==> src/rtl/sc_io_pkg.sv <==
// Shared definitions for the single-cycle computer memory-mapped input port:
// I/O window addresses, status bit positions and the address decode helper.
package sc_io_pkg;

    localparam logic [7:0] IO_SW_ONE = 8'h80;
    localparam logic [7:0] IO_STATUS = 8'h88;
    localparam logic [7:0] IO_SW_TWO = 8'h90;
    localparam logic [7:0] IO_KEY    = 8'h98;

    localparam int ST_ONE   = 0;
    localparam int ST_TWO   = 1;
    localparam int ST_KEY0  = 2;
    localparam int ST_KEY1  = 3;
    localparam int STATUS_W = 4;

    // Only addr[7] and addr[4:2] take part in the decode; fold them into a canonical byte address.
    function automatic logic [7:0] io_sel(input logic a7, input logic [2:0] a42);
        return {a7, 2'b00, a42, 2'b00};
    endfunction

endpackage

==> src/rtl/sc_io_debounce.sv <==
// Two-flop synchronizer followed by a stable-count debouncer for one input group.
// SC_IO_IN_DEBOUNCE_EN undefined: the debouncer is bypassed and stable follows the synchronizer.
module sc_io_debounce #(
    parameter int               WIDTH           = 4,
    parameter logic [WIDTH-1:0] RESET_VAL       = '0,
    parameter int               DEBOUNCE_CYCLES = 500000
) (
    input  logic             clock,
    input  logic             reset,
    input  logic [WIDTH-1:0] raw,
    output logic [WIDTH-1:0] stable,
    output logic [WIDTH-1:0] stable_next
);

    logic [WIDTH-1:0] s1;
    logic [WIDTH-1:0] s2;

    if (DEBOUNCE_CYCLES < 2) begin : g_bad_cycles
        $error("sc_io_debounce: DEBOUNCE_CYCLES must be at least 2");
    end

    always_ff @(posedge clock) begin
        if (reset) begin
            s1     <= RESET_VAL;
            s2     <= RESET_VAL;
            stable <= RESET_VAL;
        end else begin
            // NOTE: non-blocking assignments keep s1 -> s2 a true two-stage shift.
            s1     <= raw;
            s2     <= s1;
            stable <= stable_next;
        end
    end

`ifdef SC_IO_IN_DEBOUNCE_EN
    localparam int                CNT_W   = $clog2(DEBOUNCE_CYCLES);
    localparam logic [CNT_W-1:0] CNT_MAX = CNT_W'(DEBOUNCE_CYCLES - 1);

    logic [WIDTH-1:0] cand;
    logic [CNT_W-1:0] cnt;

    // cnt saturates at CNT_MAX so a long-held input keeps re-accepting the same value.
    always_ff @(posedge clock) begin
        if (reset) begin
            cand <= RESET_VAL;
            cnt  <= '0;
        end else if (s2 != cand) begin
            cand <= s2;
            cnt  <= '0;
        end else if (cnt != CNT_MAX) begin
            cnt  <= cnt + CNT_W'(1);
        end
    end

    always_comb begin
        // NOTE: default assigned first so no latch is inferred.
        stable_next = stable;
        if ((s2 == cand) && (cnt == CNT_MAX)) begin
            stable_next = cand;
        end
    end
`else
    always_comb begin
        stable_next = s2;
    end
`endif

endmodule

==> src/rtl/sc_io_in.sv <==
// Debounced memory-mapped input port in the addr[7]=1 I/O window, with a read-to-clear change status.
// SC_IO_IN_DEBOUNCE_EN selects the full debouncer; undefined gives a 3-edge synchronizer-only path.
module sc_io_in
    import sc_io_pkg::*;
#(
    parameter int DEBOUNCE_CYCLES = 500000
) (
    input  logic        clock,
    input  logic        reset,
    input  logic [31:0] addr,
    input  logic        re,
    input  logic [3:0]  sw_one,
    input  logic [3:0]  sw_two,
    input  logic [1:0]  key,
    output logic [31:0] dataout,
    output logic        changed
);

    logic [3:0]          one_stable, one_next;
    logic [3:0]          two_stable, two_next;
    logic [1:0]          key_stable, key_next;
    logic [STATUS_W-1:0] status;
    logic [STATUS_W-1:0] set_vec;
    logic [7:0]          sel;
    logic                clr;
    logic                unused_addr;

    assign unused_addr = ^{addr[31:8], addr[6:5], addr[1:0]};

    sc_io_debounce #(
        .WIDTH(4), .RESET_VAL(4'h0), .DEBOUNCE_CYCLES(DEBOUNCE_CYCLES)
    ) u_one (
        .clock(clock), .reset(reset), .raw(sw_one),
        .stable(one_stable), .stable_next(one_next)
    );

    sc_io_debounce #(
        .WIDTH(4), .RESET_VAL(4'h0), .DEBOUNCE_CYCLES(DEBOUNCE_CYCLES)
    ) u_two (
        .clock(clock), .reset(reset), .raw(sw_two),
        .stable(two_stable), .stable_next(two_next)
    );

    sc_io_debounce #(
        .WIDTH(2), .RESET_VAL(2'b11), .DEBOUNCE_CYCLES(DEBOUNCE_CYCLES)
    ) u_key (
        .clock(clock), .reset(reset), .raw(key),
        .stable(key_stable), .stable_next(key_next)
    );

    assign sel = io_sel(addr[7], addr[4:2]);
    assign clr = re && (sel == IO_STATUS);

    // Keys are active-low, so only the 1->0 (press) edge of the debounced level is recorded.
    always_comb begin
        set_vec           = '0;
        set_vec[ST_ONE]   = (one_next != one_stable);
        set_vec[ST_TWO]   = (two_next != two_stable);
        set_vec[ST_KEY0]  = key_stable[0] & ~key_next[0];
        set_vec[ST_KEY1]  = key_stable[1] & ~key_next[1];
    end

    always_ff @(posedge clock) begin
        if (reset) begin
            status  <= '0;
            changed <= 1'b0;
        end else begin
            status  <= (clr ? '0 : status) | set_vec;
            changed <= |status;
        end
    end

    always_comb begin
        dataout = '0;
        case (sel)
            IO_SW_ONE: dataout = {28'b0, one_stable};
            IO_SW_TWO: dataout = {28'b0, two_stable};
            IO_STATUS: dataout = {28'b0, status};
            IO_KEY:    dataout = {30'b0, ~key_stable};
            default:   dataout = '0;
        endcase
    end

endmodule

==> config.mk <==
export PLATFORM = sky130hd
export DESIGN_NAME = sc_io_in
export DESIGN_NICKNAME = d
export VERILOG_FILES = /design/src/rtl/sc_io_pkg.sv /design/src/rtl/sc_io_debounce.sv /design/src/rtl/sc_io_in.sv
export SDC_FILE = /design/constraint.sdc
export NUM_CORES = 1
export LEC_CHECK = 0
export BUFFER_PORTS_ARGS = -buffer_cell sky130_fd_sc_hd__buf_2
export CELL_PAD_IN_SITES_DETAIL_PLACEMENT = 0
export CELL_PAD_IN_SITES_GLOBAL_PLACEMENT = 1
export CORE_MARGIN = 3
export CORE_UTILIZATION = 31
export DETAILED_ROUTE_END_ITERATION = 8
export HOLD_SLACK_MARGIN = 0.03
export PLACE_DENSITY_LB_ADDON = 0.1
export SYNTH_ARGS = -nofsm -noshare
export SYNTH_HDL_FRONTEND = slang
export SYNTH_SLANG_ARGS = --single-unit
export TNS_END_PERCENT = 10
==> constraint.sdc <==
create_clock -name clock -period 1.36 [get_ports clock]
set_input_delay 0.204 -clock clock [delete_from_list [all_inputs] [get_ports clock]]
set_output_delay 0.204 -clock clock [all_outputs]
set_load 0.03 [all_outputs]
== Word level (Yosys, flattened, before mapping) ==
Cells that the tools add are included.

* Output and inout port bits: 33
* Word-level logic and storage cells: 27
* Flip-flop bits (word level): 35
* Bits of input ports: 45

* Equal/unequal tests: 6
* Mux-type cells: 2
* Reductions and logical operators: 2
* Bitwise logic cells: 6

{| class="wikitable"
|+ Operators by type and width
! cell !! number
|-
| $eq A4 B4 Y1 const B || 4
|-
| $pmux W4 S4 || 1
|-
| $ne A4 B4 Y1 || 2
|-
| $mux W4 || 1
|-
| $or A4 B4 Y4 || 1
|-
| $reduce_or A4 Y1 || 1
|-
| $and A1 B1 Y1 || 2
|-
| $not A1 Y1 || 2
|-
| $not A2 Y2 || 1
|-
| $logic_and A1 B1 Y1 || 1
|}

== Logic depth before layout (Yosys ltp) ==
Gate-level depths: netlist (run 1).

* Depth after elaboration: 4
* Depth in mapped cells: 4
* Gate-level depth less buffers: 3

== By module ==
Synthesis (run 1) repeated with hierarchy kept, for this count alone.

* Cell total of the unflattened synthesis: 136
* Area total of the unflattened synthesis: 1517.7 um^2

{| class="wikitable"
|+ By module, submodules not included
! module !! cells an instance !! times used !! area each (um^2) !! seq. area each (um^2)
|-
| sc_io_debounce (u_one ...) || 25 || 2 || 366.6 || 240.2
|-
| sc_io_in || 74 || 1 || 626.9 || 100.1
|-
| sc_io_debounce (u_key) || 12 || 1 || 157.7 || 120.1
|}

== Worst setup path before layout (run 1) ==
OpenSTA, ideal clock, no wires.

* Path kind: input-to-output
* Start point: input port addr[4]
* End point: output port dataout[2]
* Stages on the path: 4
* Arrival: 1.172 ns
* Slack: -0.016 ns
* Path buffers: 1
* Required time: 1.156 ns
* Cells stage by stage: buf_6 > mux2i_1 > or2_2 > a21oi_1

* Longest elaborated chain between the ends: 2
* Elaborated cells on any way between the ends: 5
* Those cells by class: eq/ne: 4; mux: 1

{| class="wikitable"
|+ Ends and longest elaborated chain
! item !! RTL line !! text
|-
| start, declared || sc_io_in.sv:10 || <nowiki>input logic [31:0] addr,</nowiki>
|-
| $eq A4 B4 Y1 || sc_io_in.sv:75 || <nowiki>case (sel)</nowiki>
|-
| $pmux W4 S4 * || sc_io_in.sv:75 ||
|-
| end, declared || sc_io_in.sv:15 || <nowiki>output logic [31:0] dataout,</nowiki>
|}

Mark *: on every way between the ends. The rest lies on a longest branch, timed or not.

== Worst setup path after layout (run 1) ==
* Start point: register u_key.stable[1]
* End point: output port dataout[1]

* Longest elaborated chain between the ends: 2

{| class="wikitable"
|+ Ends and longest elaborated chain
! item !! RTL line !! text
|-
| start, declared || sc_io_debounce.sv:11 || <nowiki>output logic [WIDTH-1:0] stable,</nowiki>
|-
| start signal, assigned || sc_io_debounce.sv:31 || <nowiki>stable <= stable_next;</nowiki>
|-
| $not A2 Y2 || sc_io_in.sv:79 || <nowiki>IO_KEY: dataout = {30'b0, ~key_stable};</nowiki>
|-
| $pmux W4 S4 || sc_io_in.sv:75 ||
|}

Every way passes these cells.

==> impl_metrics.env, run 1 <==
export IMPL_vias_per_cell=3.90
export IMPL_period_minus_slack_ns=1.58
export IMPL_hold_buffers=0
export IMPL_cts_tree="built"
export IMPL_yosysWarnings=0
export IMPL_cp_required_ns=1.16
export IMPL_path_cells="inv_2 > mux4_2 > nor2b_4 > buf_6"
export IMPL_rrSetupSlack_ns=0.32
export IMPL_hold_depth=2
export IMPL_rr_worst_depth=3
export IMPL_fill_cells=416
export IMPL_wl_per_cell_um=9.42
export IMPL_r2r_end="status[1]"
export IMPL_cts_buffers=5
export IMPL_seqCellArea_um2=708
export IMPL_dieArea_um2=5430
export IMPL_critical_path_arrival_ns=1.38
export IMPL_use_met2=0.123
export IMPL_drv_cap=0
export IMPL_r2r_start="u_two.stable[3]"
export IMPL_syn_avg_cell_area_um2=10.3
export IMPL_antenna_diode_count=0
export IMPL_hp_start="key[0]"
export IMPL_grt_util_met1=0.0887
export IMPL_fin_ws_ns=-0.223
export IMPL_met3_usage=0.0438
export IMPL_vias=830
export IMPL_p_int_w=0.00162
export IMPL_grt_pass1_vias=746
export IMPL_leakage_nw=0.741
export IMPL_worstPathMaxFanout=2
export IMPL_cts_sinks=35
export IMPL_final_common_cell="dfxtp_1"
export IMPL_fin_skew_ns=0.00320
export IMPL_crit_buf_inv=2
export IMPL_grt_busiest_layer="met2"
export IMPL_ant_nets=0
export IMPL_holdPathEnd="u_key.s1[0]"
export IMPL_p_seq_frac=0.515
export IMPL_ys_seq_area_frac=0.493
export IMPL_grt_overflow_total=0
export IMPL_combPwrFrac=0.117
export IMPL_power_density_nw_per_um2=1330
export IMPL_violations="negative setup slack"
export IMPL_syn_cell_area_um2=1420
export IMPL_track_usage=0.0828
export IMPL_grt_pass1_wl_um=3200
export IMPL_outcome="complete, but fails checks"
export IMPL_hold_viol=0
export IMPL_fmax_mhz=632
export IMPL_start_util=0.338
export IMPL_slew_headroom=0.615
export IMPL_startpoint="u_key.stable[1]"
export IMPL_clkPwrFrac=0.368
export IMPL_firstDrtPassIters=3
export IMPL_dpl_cell_count=205
export IMPL_grt_max_degree=36
export IMPL_htree_num_levels=2
export IMPL_first_iter_violations=20
export IMPL_syn2layout_area_growth_pct=12.9
export IMPL_path_class="reg -> out"
export IMPL_die_w_um=73.7
export IMPL_synth_seq_cells=35
export IMPL_wl_um=2010
export IMPL_critPathTopFamily="multiplexers"
export IMPL_worst_pin_slew_ns=0.578
export IMPL_gp_congestion=0.832
export IMPL_final_cell_count_no_fill=213
export IMPL_dp_hpwl_um=1480
export IMPL_slowest_stage="mux4_2"
export IMPL_pin_count=78
export IMPL_port_buffers=21
export IMPL_rsz0062_at_grt="true"
export IMPL_drc_errors=0
export IMPL_power_share_switching=0.241
export IMPL_clock_latency_ns=0.27
export IMPL_rows=23
export IMPL_endpoint_kind="output port"
export IMPL_final_util=0.382
export IMPL_irDropWorstVdd_uv=462
export IMPL_clk_pin_slew_worst_paths_ns=0.06
export IMPL_finalSetupViolCount=4
export IMPL_synthCells=138
export IMPL_antenna_found_initial=0
export IMPL_layout_nets=207
export IMPL_post_cts_setup_buffers=0
export IMPL_core_area_um2=4200
export IMPL_slew_violations=0
export IMPL_die_height_um=73.7
export IMPL_p_switching_w=0.000514
export IMPL_multi_input_area_um2=589
export IMPL_cp_start_kind="register"
export IMPL_drive_gt1_frac=0.307
export IMPL_slowest_delay_ns=0.46
export IMPL_cts_root_buf="clkbuf_8"
export IMPL_synth_distinct_cells=20
export IMPL_final_cell_mix="29 x dfxtp_1, 28 x conb_1, 24 x nor2b_1"
export IMPL_hp_class="in -> reg"
export IMPL_cts_path_max_buffers=2
export IMPL_period_share=1.16
[Yosys cell counts]
| cell | count | area [µm²] |
|---|---|---|
| nor2b_4 | 1 | 13.8 |
| nor2b_1 | 25 | 156 |
| nand2_1 | 2 | 7.51 |
| xor2_1 | 8 | 70.1 |
| dfxtp_1 | 35 | 701 |
| and2b_1 | 1 | 7.51 |
| a21oi_1 | 6 | 30.0 |
| nand2b_1 | 3 | 18.8 |
| buf_6 | 1 | 11.3 |
| or2_2 | 8 | 50.1 |
| o21ai_0 | 4 | 20.0 |
| nor2_1 | 1 | 3.75 |
| nand4bb_1 | 1 | 11.3 |
| mux4_2 | 2 | 45.0 |
| buf_4 | 28 | 210 |
| mux2i_1 | 2 | 20.0 |
| nor4_1 | 3 | 18.8 |
| clkbuf_1 | 3 | 11.3 |
| inv_1 | 3 | 11.3 |
| conb_1 | 1 | 3.75 |
[through the flow]
stage / hold WS [ns] / worst slack (ns) / area [µm²] / power, W / TNS, ns
2_1_floorplan: 0.276 / -0.0163 / 1530 / 0.00138 / -0.0163
3_3_place_gp: 0.386 / -0.0559 / 1470 / 0.00136 / -0.105
3_5_place_dp: 0.392 / -0.0460 / 1470 / 0.00136 / -0.0826
4_1_cts: 0.0957 / -0.249 / 1590 / 0.00217 / -0.718
5_1_grt: 0.0964 / -0.291 / 1610 / 0.00224 / -0.904
6_report: 0.108 / -0.223 / 1610 / 0.00213 / -0.610
[sequential cells by signal, indices dropped and copies added, names as in the netlist]
register           flops
u_one.stable           4
u_two.s1               4
u_one.s1               4
u_key.s1               2
u_two.stable           4
u_two.stable_next      4
status                 4
u_key.stable           2
u_key.stable_next      2
changed                1
u_one.stable_next      4
[final cells by class]
| type | count | area share |
|---|---|---|
| clock buffers | 8 | 0.0624 |
| inverters | 3 | 0.00701 |
| multi-input cells | 95 | 0.367 |
| flip-flops and latches | 35 | 0.441 |
| well taps | 50 | 0.0390 |
| repair buffers | 22 | 0.0834 |
[worst max path at each step]
stage	endpoint	slack, ns	cells after the start
floorplan	dataout[3]	-0.02	4
global placement	dataout[0]	-0.06	4
detailed placement	dataout[0]	-0.05	4
CTS	dataout[1]	-0.25	4
global route	dataout[1]	-0.29	4
finish	dataout[1]	-0.22	4
[power groups by stage]
stage	registers (W)	logic (W)	clock network, W
floorplan	0.00112	0.000257	0
global placement	0.00112	0.000243	0
detailed placement	0.00112	0.000245	0
CTS	0.00110	0.000247	0.000822
global route	0.00110	0.000277	0.000860
finish	0.00110	0.000250	0.000783
[per-layer routing]
layer	vias up	wire, µm
met4	0	60
met5	-	0
li1	424	-
met3	5	236
met1	355	900
met2	46	809
[kinds of logic (layout without fill, tap and decap cells)]
group	Yosys count	in the layout	synth area share
AND/OR/NAND/NOR	45	45	0.202
flip-flops	35	35	0.493
buffers and inverters	35	33	0.172
AO/OA/AOI/OAI	10	10	0.0352
XOR/XNOR	8	8	0.0493
multiplexers	4	4	0.0458
other	1	28	0.00264
[what timing repair did]
item,CTS,global route
gates cloned,0,0
gates resized for setup,14,3
endpoints found under the setup margin,4,4
(Power assumes the default switching activity.)
==> run 2: changes to the inputs <==
--- a/config.mk
+++ b/config.mk
@@ -9,11 +9,12 @@
 export CELL_PAD_IN_SITES_DETAIL_PLACEMENT = 0
 export CELL_PAD_IN_SITES_GLOBAL_PLACEMENT = 1
 export CORE_MARGIN = 3
-export CORE_UTILIZATION = 31
+export CORE_UTILIZATION = 34
 export DETAILED_ROUTE_END_ITERATION = 8
 export HOLD_SLACK_MARGIN = 0.03
+export MAX_ROUTING_LAYER = met4
 export PLACE_DENSITY_LB_ADDON = 0.1
 export SYNTH_ARGS = -nofsm -noshare
 export SYNTH_HDL_FRONTEND = slang
 export SYNTH_SLANG_ARGS = --single-unit
-export TNS_END_PERCENT = 10
+export TNS_END_PERCENT = 30
==> constraint.sdc (replaced) <==
create_clock -name clock -period 1.9 [get_ports clock]
set_input_delay 0.285 -clock clock [delete_from_list [all_inputs] [get_ports clock]]
set_output_delay 0.285 -clock clock [all_outputs]
set_load 0.03 [all_outputs]
==> run 2 against run 1 <==
Effect of this change: the run now ends clean; core utilization grew 1.4 points; sequential share of layout area up 1.7 points; setup slack gained 0.41 ns; clock power down 41%; sequential cell count unchanged; die area decreased by 8.1%; wire length fell by 2.2%; worst hold slack improved by 0.084 ns; clock skew about the same; sequential power decreased by 29%; critical path type unchanged; largest cell class unchanged; highest routed layer unchanged.
==> impl_metrics.env, run 2 (synthesis gave the netlist of run 1 again) <==
export IMPL_critPathTopFamily="multiplexers"
export IMPL_grt_overflow_total=0
export IMPL_irDropWorstVdd_uv=475
export IMPL_cts_sinks=35
export IMPL_start_util=0.369
export IMPL_wl_met2_um=854
export IMPL_hold_buffers=0
export IMPL_drv_cap=0
export IMPL_dp_slack_ns=0.321
export IMPL_core_area_um2=3850
export IMPL_power_share_switching=0.249
export IMPL_slew_violations=0
export IMPL_grt_pass1_vias=711
export IMPL_grt_max_degree=36
export IMPL_clock_latency_ns=0.27
export IMPL_wl_um=1960
export IMPL_rr_worst_depth=3
export IMPL_slew_headroom=0.631
export IMPL_dpl_cell_count=202
export IMPL_worstPathMaxFanout=2
export IMPL_leakage_nw=0.722
export IMPL_slowest_delay_ns=0.45
export IMPL_die_height_um=70.7
export IMPL_drive_gt1_frac=0.231
export IMPL_grt_pass1_wl_um=3100
export IMPL_slowest_stage="mux4_2"
export IMPL_antenna_diode_count=0
export IMPL_vias_per_cell=4.01
export IMPL_power_density_nw_per_um2=928
export IMPL_multi_input_area_um2=578
export IMPL_p_switching_w=0.000353
export IMPL_cp_depth=4
export IMPL_critical_path_arrival_ns=1.43
export IMPL_seqCellArea_um2=701
export IMPL_vias=835
export IMPL_die_w_um=70.7
export IMPL_endpoint_kind="output port"
export IMPL_layout_nets=206
export IMPL_clkPwrFrac=0.325
export IMPL_track_usage=0.0845
export IMPL_firstDrtPassIters=3
export IMPL_finalSetupViolCount=0
export IMPL_final_common_cell="dfxtp_1"
export IMPL_pin_count=78
export IMPL_final_cell_count_no_fill=208
export IMPL_cts_root_buf="clkbuf_8"
export IMPL_path_cells="inv_1 > mux4_2 > nor2b_1 > buf_2"
export IMPL_wl_met1_um=836
export IMPL_rows=22
export IMPL_hold_depth=2
export IMPL_fmax_mhz=584
export IMPL_period_minus_slack_ns=1.71
export IMPL_fin_ws_ns=0.187
export IMPL_gp_congestion=0.791
export IMPL_hold_viol=0
export IMPL_ant_nets=0
export IMPL_clk_pin_slew_worst_paths_ns=0.06
export IMPL_cts_tree="built"
export IMPL_dr_max_layer_used="met4"
export IMPL_port_buffers=21
export IMPL_wl_per_cell_um=9.44
export IMPL_crit_buf_inv=2
export IMPL_worst_pin_slew_ns=0.554
export IMPL_fin_skew_ns=0.00275
export IMPL_cts_buffers=5
export IMPL_drc_errors=0
export IMPL_first_iter_violations=19
export IMPL_hp_class="in -> reg"
export IMPL_setup_tns_ns=0
export IMPL_syn2layout_area_growth_pct=7.48
export IMPL_fill_cells=399
export IMPL_ctsResizeCount=0
export IMPL_antenna_found_initial=0
export IMPL_cp_required_ns=1.62
export IMPL_period_share=0.901
export IMPL_p_seq_frac=0.554
export IMPL_p_int_w=0.00107
export IMPL_outcome="complete, no violations"
export IMPL_htree_num_levels=2
export IMPL_combPwrFrac=0.121
export IMPL_dr_wl_met3_um=223
export IMPL_cts_path_max_buffers=2
export IMPL_dieArea_um2=4990
export IMPL_rsz0062_at_grt="false"
export IMPL_final_cell_mix="35 x dfxtp_1, 28 x conb_1, 25 x nor2b_1"
export IMPL_cp_start_kind="register"
export IMPL_post_cts_setup_buffers=0
export IMPL_path_class="reg -> out"
run 2: cell type report:
cell class,instances,share of cell area
Timing Repair Buffer,21,0.0688
Inverter,3,0.00737
Multi-Input combinational cell,95,0.378
Clock buffer,6,0.0475
Tap cell,48,0.0393
Sequential cell,35,0.459
run 2: worst paths after layout:
check,slack [ns],endpoint,from
max,0.19,dataout[1],u_key.stable[1]
min,0.19,u_key.s1[1],key[1]
max reg2reg,0.89,status[0],u_one.stable[3]
min reg2reg,0.40,u_key.stable_next[0],u_key.s1[0]
run 2: per-stage QoR:
step	hold slack (ns)	area [µm²]	utilization	power [W]
after floorplan	0.357	1520	-	0.000986
after global placement	0.393	1460	0.378	0.000972
after detailed placement	0.396	1460	0.378	0.000975
after CTS	0.182	1530	0.396	0.00144
after global routing	0.179	1530	0.396	0.00149
final	0.192	1530	0.396	0.00142
run 2: per-layer routing:
metal	global-route usage	vias up
li1	-	422
met1	0.0899	364
met2	0.124	43
met3	0.0455	6
met4	0.0501	0
met5	-	-
run 2: power by group through the flow:
stage	clock, W	combinational, W	sequential [W]
floorplan	0	0.000184	0.000802
global placement	0	0.000171	0.000800
CTS	0.000485	0.000173	0.000786
global route	0.000511	0.000186	0.000789
detailed placement	0	0.000173	0.000802
finish	0.000461	0.000172	0.000785
